==> src/rtl/enable_sequencer_if.sv <==
// Control/status bundle between board-level control and the enable sequencer.
interface enable_sequencer_if #(
    parameter int NUM_CH = 4
) ();
    logic              start;
    logic              abort;
    logic [NUM_CH-1:0] odata;
    logic              busy;
    logic              done;

    modport master (output start, output abort, input odata, input busy, input done);
    modport slave  (input start, input abort, output odata, output busy, output done);
endinterface

==> src/rtl/enable_sequencer.sv <==
// Staggered power-up / power-down sequencer for NUM_CH enable lines.
//
//   state | meaning
//   IDLE  | all enables off, waiting for start (abort blocks start)
//   UP    | raising one enable every STEP_DLY cycles, bit 0 first
//   ON    | all enables on, waiting for abort
//   DOWN  | dropping the highest enable every STEP_DLY cycles until none left
module enable_sequencer #(
    parameter int NUM_CH     = 4,
    parameter int DLY_W      = 16,
    parameter int STEP_DLY   = 1000,
    parameter int REV_ON_ABT = 1
) (
    input  logic                    sclk,
    input  logic                    rst,
    enable_sequencer_if.slave       bus
);
    localparam int IDX_W = $clog2(NUM_CH + 1);
    localparam logic [DLY_W-1:0] LAST_CNT = DLY_W'(STEP_DLY - 1);
    localparam logic [IDX_W-1:0] LAST_IDX = IDX_W'(NUM_CH - 1);

    typedef enum logic [1:0] {IDLE, UP, ON, DOWN} state_t;

    state_t            state, state_nxt;
    logic [DLY_W-1:0]  cnt, cnt_nxt;
    logic [IDX_W-1:0]  idx, idx_nxt;
    logic [NUM_CH-1:0] odata, odata_nxt;
    logic              busy, done;

    // Next-state, step timer and enable-count decisions.
    always_comb begin
        state_nxt = state;
        cnt_nxt   = cnt;
        idx_nxt   = idx;
        case (state)
            IDLE: begin
                if (bus.start && !bus.abort) begin
                    state_nxt = UP;
                    cnt_nxt   = '0;
                    idx_nxt   = '0;
                end
            end
            UP: begin
                if (bus.abort) begin
                    // A pending set is dropped; shutdown starts from the current pattern.
                    cnt_nxt = '0;
                    if (REV_ON_ABT == 0 || idx == '0) begin
                        state_nxt = IDLE;
                        idx_nxt   = '0;
                    end else begin
                        state_nxt = DOWN;
                    end
                end else if (cnt == LAST_CNT) begin
                    cnt_nxt = '0;
                    idx_nxt = idx + IDX_W'(1);
                    if (idx == LAST_IDX) begin
                        state_nxt = ON;
                    end
                end else begin
                    cnt_nxt = cnt + DLY_W'(1);
                end
            end
            ON: begin
                if (bus.abort) begin
                    cnt_nxt = '0;
                    if (REV_ON_ABT == 0) begin
                        state_nxt = IDLE;
                        idx_nxt   = '0;
                    end else begin
                        state_nxt = DOWN;
                    end
                end
            end
            DOWN: begin
                if (cnt == LAST_CNT) begin
                    cnt_nxt = '0;
                    idx_nxt = idx - IDX_W'(1);
                    if (idx == IDX_W'(1)) begin
                        state_nxt = IDLE;
                    end
                end else begin
                    cnt_nxt = cnt + DLY_W'(1);
                end
            end
            default: begin
                state_nxt = IDLE;
                cnt_nxt   = '0;
                idx_nxt   = '0;
            end
        endcase
    end

    // Enables are always a contiguous run of ones from bit 0, idx long.
    always_comb begin
        odata_nxt = '0;
        for (int i = 0; i < NUM_CH; i++) begin
            odata_nxt[i] = (IDX_W'(i) < idx_nxt);
        end
    end

    // State, counters and registered outputs; reset clears everything at once.
    always_ff @(posedge sclk) begin
        if (rst) begin
            state <= IDLE;
            cnt   <= '0;
            idx   <= '0;
            odata <= '0;
            busy  <= 1'b0;
            done  <= 1'b0;
        end else begin
            state <= state_nxt;
            cnt   <= cnt_nxt;
            idx   <= idx_nxt;
            odata <= odata_nxt;
            busy  <= (state_nxt == UP) || (state_nxt == DOWN);
            done  <= (state_nxt == ON);
        end
    end

    assign bus.odata = odata;
    assign bus.busy  = busy;
    assign bus.done  = done;
endmodule

==> src/flat_wrapper.sv <==
// flat-port wrapper written by rule: the top's interface ports become plain ports
module enable_sequencer_flat 
#(
    parameter int NUM_CH     = 4,
    parameter int DLY_W      = 16,
    parameter int STEP_DLY   = 1000,
    parameter int REV_ON_ABT = 1
)
  (sclk, rst, bus_start, bus_abort, bus_odata, bus_busy, bus_done);
  enable_sequencer_if #(.NUM_CH(NUM_CH)) bus_i ();
  input  logic sclk;
  input  logic rst;
  input wire logic [$bits(bus_i.start)-1:0] bus_start;
  input wire logic [$bits(bus_i.abort)-1:0] bus_abort;
  output wire logic [$bits(bus_i.odata)-1:0] bus_odata;
  output wire logic [$bits(bus_i.busy)-1:0] bus_busy;
  output wire logic [$bits(bus_i.done)-1:0] bus_done;
  assign bus_i.start = bus_start;
  assign bus_i.abort = bus_abort;
  assign bus_odata = bus_i.odata;
  assign bus_busy = bus_i.busy;
  assign bus_done = bus_i.done;
  enable_sequencer #(.NUM_CH(NUM_CH), .DLY_W(DLY_W), .STEP_DLY(STEP_DLY), .REV_ON_ABT(REV_ON_ABT)) u_core (.sclk(sclk), .rst(rst), .bus(bus_i));
endmodule
==> config.mk <==
export PLATFORM = sky130hd
export DESIGN_NAME = enable_sequencer_flat
export DESIGN_NICKNAME = d
export VERILOG_FILES = /design/src/rtl/enable_sequencer_if.sv /design/src/rtl/enable_sequencer.sv /design/src/flat_wrapper.sv
export SDC_FILE = /design/constraint.sdc
export NUM_CORES = 1
export LEC_CHECK = 0
export CAP_MARGIN = 15
export CORE_UTILIZATION = 39
export CTS_CLUSTER_SIZE = 40
export DETAILED_ROUTE_END_ITERATION = 8
export PLACE_DENSITY = 0.55
export SLEW_MARGIN = 40
export SYNTH_ARGS = -nofsm -noshare
export SYNTH_HDL_FRONTEND = slang
export SYNTH_SLANG_ARGS = --single-unit
export TNS_END_PERCENT = 50
==> constraint.sdc <==
create_clock -name sclk -period 2.4 [get_ports sclk]
set_input_delay 0.48 -clock sclk [delete_from_list [all_inputs] [get_ports sclk]]
set_output_delay 0.48 -clock sclk [all_outputs]
set_load 0.02 [all_outputs]
# Yosys cells after proc, flatten, opt, wreduce, memory -nomap -nowiden
# Cells that the tools add are included.
# classes
muxes,20
n_eq_ne,11
n_reduce_logical,6
n_addsub,3
magnitude_cmp,4
# ops
cell,n
16-bit two-way mux,4
16-bit one-hot mux with 4 select lines,1
"16-bit by 1-bit adder with 16-bit output, second input constant",1
"16-bit by 10-bit == test with 1-bit output, second input constant",1
2-bit two-way mux,8
3-bit two-way mux,5
3-bit one-hot mux with 3 select lines,1
"2-bit == test, second input constant",4
2-bit one-hot mux with 4 select lines,1
"1-bit by 3-bit < comparator with 1-bit output, first input constant",2
"2-bit by 3-bit < comparator with 1-bit output, first input constant",2
"2-bit by 1-bit == test with 1-bit output, second input constant",2
"3-bit by 1-bit adder with 3-bit output, second input constant",1
"3-bit by 1-bit == test with 1-bit output, second input constant",1
"3-bit by 2-bit == test with 1-bit output, second input constant",1
3-bit zero test,1
"3-bit by 1-bit subtractor with 3-bit output, second input constant",1
2-bit zero test,1
"2-bit by 1-bit inequality test with 1-bit output, second input constant",1
"2-bit inequality test, second input constant",1
2-bit AND reduction,1
1-bit logical AND,1
1-bit zero test,1
1-bit logical OR,1
# word_totals
output_inout_bits,6
in_bits,4
elab_cells,50
reg_bits,27

# Depth between registers and ports, before layout
# depth
word_depth,7
depth_mapped,8
mapped_depth_nobuf,7

# Worst setup path after synthesis
# Ideal clock, no wire load.
# synth_timing
path_kind,input-to-reg
from,input port bus_abort
to,register u_core.cnt[15]
t_required_ns,2.286
path_stages,8
path_buffers,2
setup_time_ns,0.114
t_arrival_ns,1.670
path_slack_ns,0.615
cell_sequence,buf_6 > and2_4 > or3_1 > buf_6 > and4_4 > nand4_1 > xor2_1 > nor2_1
# synth_via
elab_chain_len,4
word_cells_on_any_way,7
classes_between,eq/ne: 2; mux: 2; reduce/logical: 3
# synth_lines
item,line_no,text
from (decl),flat_wrapper.sv:14,input wire logic [$bits(bus_i.abort)-1:0] bus_abort;
1-bit zero test,enable_sequencer.sv:37,if (bus.start && !bus.abort) begin
1-bit logical AND,enable_sequencer.sv:37,
2-bit by 1-bit inequality test with 1-bit output (no source line),n/a,
2-bit AND reduction (no source line),n/a,
to (signal assigned),enable_sequencer.sv:112,cnt <= cnt_nxt;
to (decl),enable_sequencer.sv:25,"logic [DLY_W-1:0] cnt, cnt_nxt;"
# Parallel ways exist; a longest one is shown, timed or not.
# A chain may end at the register's enable or synchronous reset.

# Worst setup path after layout
# layout_timing
from,register u_core.busy (netlist: u_core.bus.busy)
to,output port bus_busy
# layout_rtl
item,line_no,text
from (decl),enable_sequencer.sv:28,"logic busy, done;"
from (signal assigned),enable_sequencer.sv:115,busy <= (state_nxt == UP) || (state_nxt == DOWN);
to (decl),flat_wrapper.sv:16,output wire logic [$bits(bus_i.busy)-1:0] bus_busy;
# No word-level cell between the ends.

==> results.md <==
- The post-detailed-placement half-perimeter wirelength is 1970 um.
- Of the total power, the clock network draws 0.260.
- Counting flops with an async set or reset pin after synthesis yields a share of 0.
- Counting flops with a built-in enable in the synthesized netlist gives 0.
- Of the total power, registers draw 0.605.
- STA puts the critical path data arrival time at 1.68 ns.
- In this run the count of I/O pins placed on the die edge is 10.
- The area added between synthesis and finish is 10.9%.
- At the pin with the least slew margin, the transition time is 0.613 ns.
- The worst clock skew on the final layout is 0.0162 ns.
- The power after layout is 742 uW.
- The die is 62.2 um wide.
- The kind of start point of the critical path is a register.
- The number of different library cells in the post-synthesis netlist is 45.
- Dividing total power by cell area gives a power density of 473 nW/um^2.
- The total of warnings raised by yosys is 0.
- After detailed routing, the number of remaining DRC violations is 0.
- The violation count after the first detailed-routing iteration is 69.
- IR analysis of the VDD net gives a maximum drop of 0.000193 V.
- The floorplan step defined a die boundary enclosing 3870 um^2.
- Setup violations remaining at the end of the flow were counted as 0.
- Setup repair after global routing left no endpoint under its margin.
- The first-pass iteration count of the detailed router is 4.
- The origin of the worst min-delay path is u_core.cnt[10]$_SDFFE_PP0P_.
- The number of stages on the worst hold path is 2.
- Synthesis inferred 25 register bits.
- The share of the clock period used by the worst path after layout is 0.901.
- Counting both buffers and inverters, the worst setup path holds a total of 1.
- The mean area per synthesized cell is 8.78 um^2.
- In the layout the commonest cells are 29 x nor2_1, 25 x dfxtp_1, 12 x nand2_1.
- Across all register-to-register paths, the minimum setup slack is 0.31 ns.
- The placed instances occupy a cell area of 1540 um^2.
- The detail route stage leaves a number of antenna-violating nets equal to 0.
- The post-cts resize count is 0.
- The sequential area share after synthesis is 0.354.
- The total of buffers placed on input and output ports is 9.
- Synthesis produced a netlist whose cell count is 161.
- The most common library cell in the layout ignoring fill and taps is nor2_1.
- The first global-routing pass estimated 4910 um of wire.
- The total negative slack for setup checks is 0 ns.
- The routed wire length is 2750 um.
- Of the cells placed in the final design, the portion with a size suffix greater than 1 is 0.130.
- The kind of cell with the highest combined delay along the critical path is buffers and inverters.
- Hold repair after CTS inserted 0 buffers.
- The most used flip-flop cell after synthesis is dfxtp_1.
- The number of H-tree levels is 1.
- Dividing the detail-routed wire length by the instance count gives 12.8 um.
- The per-cell via count in the routed design is 5.28.
- The root buffer selected by CTS is clkbuf_4.
- The worst setup path is captured at an output port.
- The hold violation total from the final report came to 0.
- The internal power of the cells is 539 uW.
- The total overflow left after global routing is 0.
- The number of vias in the routed layout is 1136.
- The largest single stage delay on the critical path is 0.70 ns.
- The buffer count from post-CTS setup fixing is 0.
- Timing analysis after detailed placement gives a worst setup slack of 0.0800 ns.
- In this run, CTS created clock tree buffers numbering 3.
- After floorplanning, the core was sized to cover 3420 um^2.
- The flow ran to the end, and the final reports show no timing, DRC or antenna violations.
- TritonCTS built the clock tree.
- The effective utilization at floorplan is 0.414.
- The depth of the worst register-to-register path is 7.
- The number of nets in the layout is 180.
- The critical setup path kind is register to output port.
- The clock-pin slew on the worst setup and hold paths is 0.15 ns.
- Walking the worst path, the cells encountered are clkdlybuf4s50_1.
- The cell leakage power is 0.000571 uW.
- The number of global-route vias before repair came to 1082.
- The number of antenna violations at the first check in global routing is 0.
- The final max-slew violation count is 0.
- The synthesized netlist occupies a cell area of 1410 um^2.
- The combinational share of power is 0.135.
- The power spent charging and discharging nets is 203 uW.
- In this run the worst path has a maximum fanout of 15.
- The worst min-delay path class is register to register.
- The clock passes through at most 2 buffers.
- The floorplan has 21 rows.
- The final core utilization is 0.459.
- The final standard cell area without fillers is 1570 um^2.
- The number of clock sinks is 25.
- Across the run, the number of max-cap violations was 0.
- Synthesis produced a netlist with a net count of 171.
- The routability congestion estimate from global placement is 0.901.
- The routed design could run at a clock period as short as 2.16 ns.
- The largest net degree at the start of global routing is 18.
- The worst pin sits at a relative slew slack of 0.591.
- STA puts the critical path data required time at 1.92 ns.
- The total routing usage reported by global routing is 0.155.
- After layout, the worst setup slack is 0.237 ns.
- The worst register-to-register path begins at u_core.cnt[0]$_SDFFE_PP0P_.
- The worst register-to-register path ends at u_core.bus.odata[0]$_SDFF_PP0_.
- Of the total power, the share spent switching nets is 0.274.
- Timing would allow up to 0.462 GHz.
- The number of antenna repair diodes is 0.
- The vertical die dimension is 62.2 um.
- The path with the worst hold slack has its endpoint at u_core.cnt[10]$_SDFFE_PP0P_.
- The slowest cell on the critical path is clkdlybuf4s50_1.
- The insertion delay of the later-clocked pin in the worst-skew pair is 0.33 ns.
-- tightest hold or removal path, delay by kind of cell (launching register included) --
| family | cells | cell delay (ns) |
|---|---|---|
| AND/OR/NAND/NOR | 1 | 0.07 |
| flip-flops | 1 | 0.38 |
| XOR/XNOR | 1 | 0.08 |
-- sequential cells by signal, indices dropped and copies added, names as in the netlist --
signal,cells
u_core.bus.busy,1
u_core.bus.done,1
u_core.bus.odata,4
u_core.cnt,16
u_core.idx,2
u_core.state,1
-- power by group through the flow --
stage	logic [uW]	registers (uW)	clock network, uW
6_report	100	449	193
5_1_grt	111	452	230
4_1_cts	101	448	203
3_5_place_dp	101	457	0
3_3_place_gp	100	457	0
2_1_floorplan	81.5	446	0
-- metrics by stage --
stage               cells  hold WS (ns)
finish                215         0.558
global route          215         0.605
CTS                   215         0.566
detailed placement    211         0.531
global placement      211         0.524
floorplan             161         0.490
-- synthesized netlist by cell type (all sizes together) (3+ instances only) --
library cell,instances,area share
nor2,30,0.081
dfxtp,25,0.35
nand2,12,0.032
xor2,9,0.056
nand4,7,0.035
o21ai,7,0.025
buf,6,0.034
ha,6,0.053
inv,6,0.016
xnor2,6,0.037
a21oi,5,0.018
and3,4,0.022
nand3,4,0.014
a31oi,3,0.013
and4,3,0.023
mux2i,3,0.021
-- per-layer routing --
layer | routed length, um | GRT usage
met1 | 1380 | 0.207
met2 | 1240 | 0.249
met3 | 118 | 0.0478
met4 | 8 | 0.0262
met5 | 0 | 0
-- cell families after synthesis --
| logic type | share of synthesized area |
|---|---|
| muxes | 0.0212 |
| AOI/OAI and AO/OA | 0.119 |
| adders and majority gates | 0.0531 |
| buffers and inverters | 0.0549 |
| DFF | 0.354 |
| xor gates and xnor gates | 0.0929 |
| and+or+nand+nor | 0.305 |
-- final cells by class --
type	count	area, um^2
Tap cell	46	57.6
Sequential cell	25	500
Timing Repair Buffer	12	125
Multi-Input combinational cell	122	836
Inverter	6	22.5
Fill cell	349	1850
Clock buffer	4	26.3
-- worst max path at each step --
stage	cells past startpoint	from	slack (ns)	end
2_1_floorplan	8	bus_abort	0.62	u_core.cnt[15]$_SDFFE_PP0P_
3_3_place_gp	7	bus_abort	0.11	u_core.bus.odata[2]$_SDFF_PP0_
3_5_place_dp	7	bus_abort	0.08	u_core.bus.odata[2]$_SDFF_PP0_
4_1_cts	1	u_core.bus.busy$_SDFF_PP0_	0.23	bus_busy
5_1_grt	7	u_core.cnt[0]$_SDFFE_PP0P_	0.14	u_core.bus.odata[0]$_SDFF_PP0_
6_report	1	u_core.bus.busy$_SDFF_PP0_	0.24	bus_busy
(Power assumes the default switching activity.)
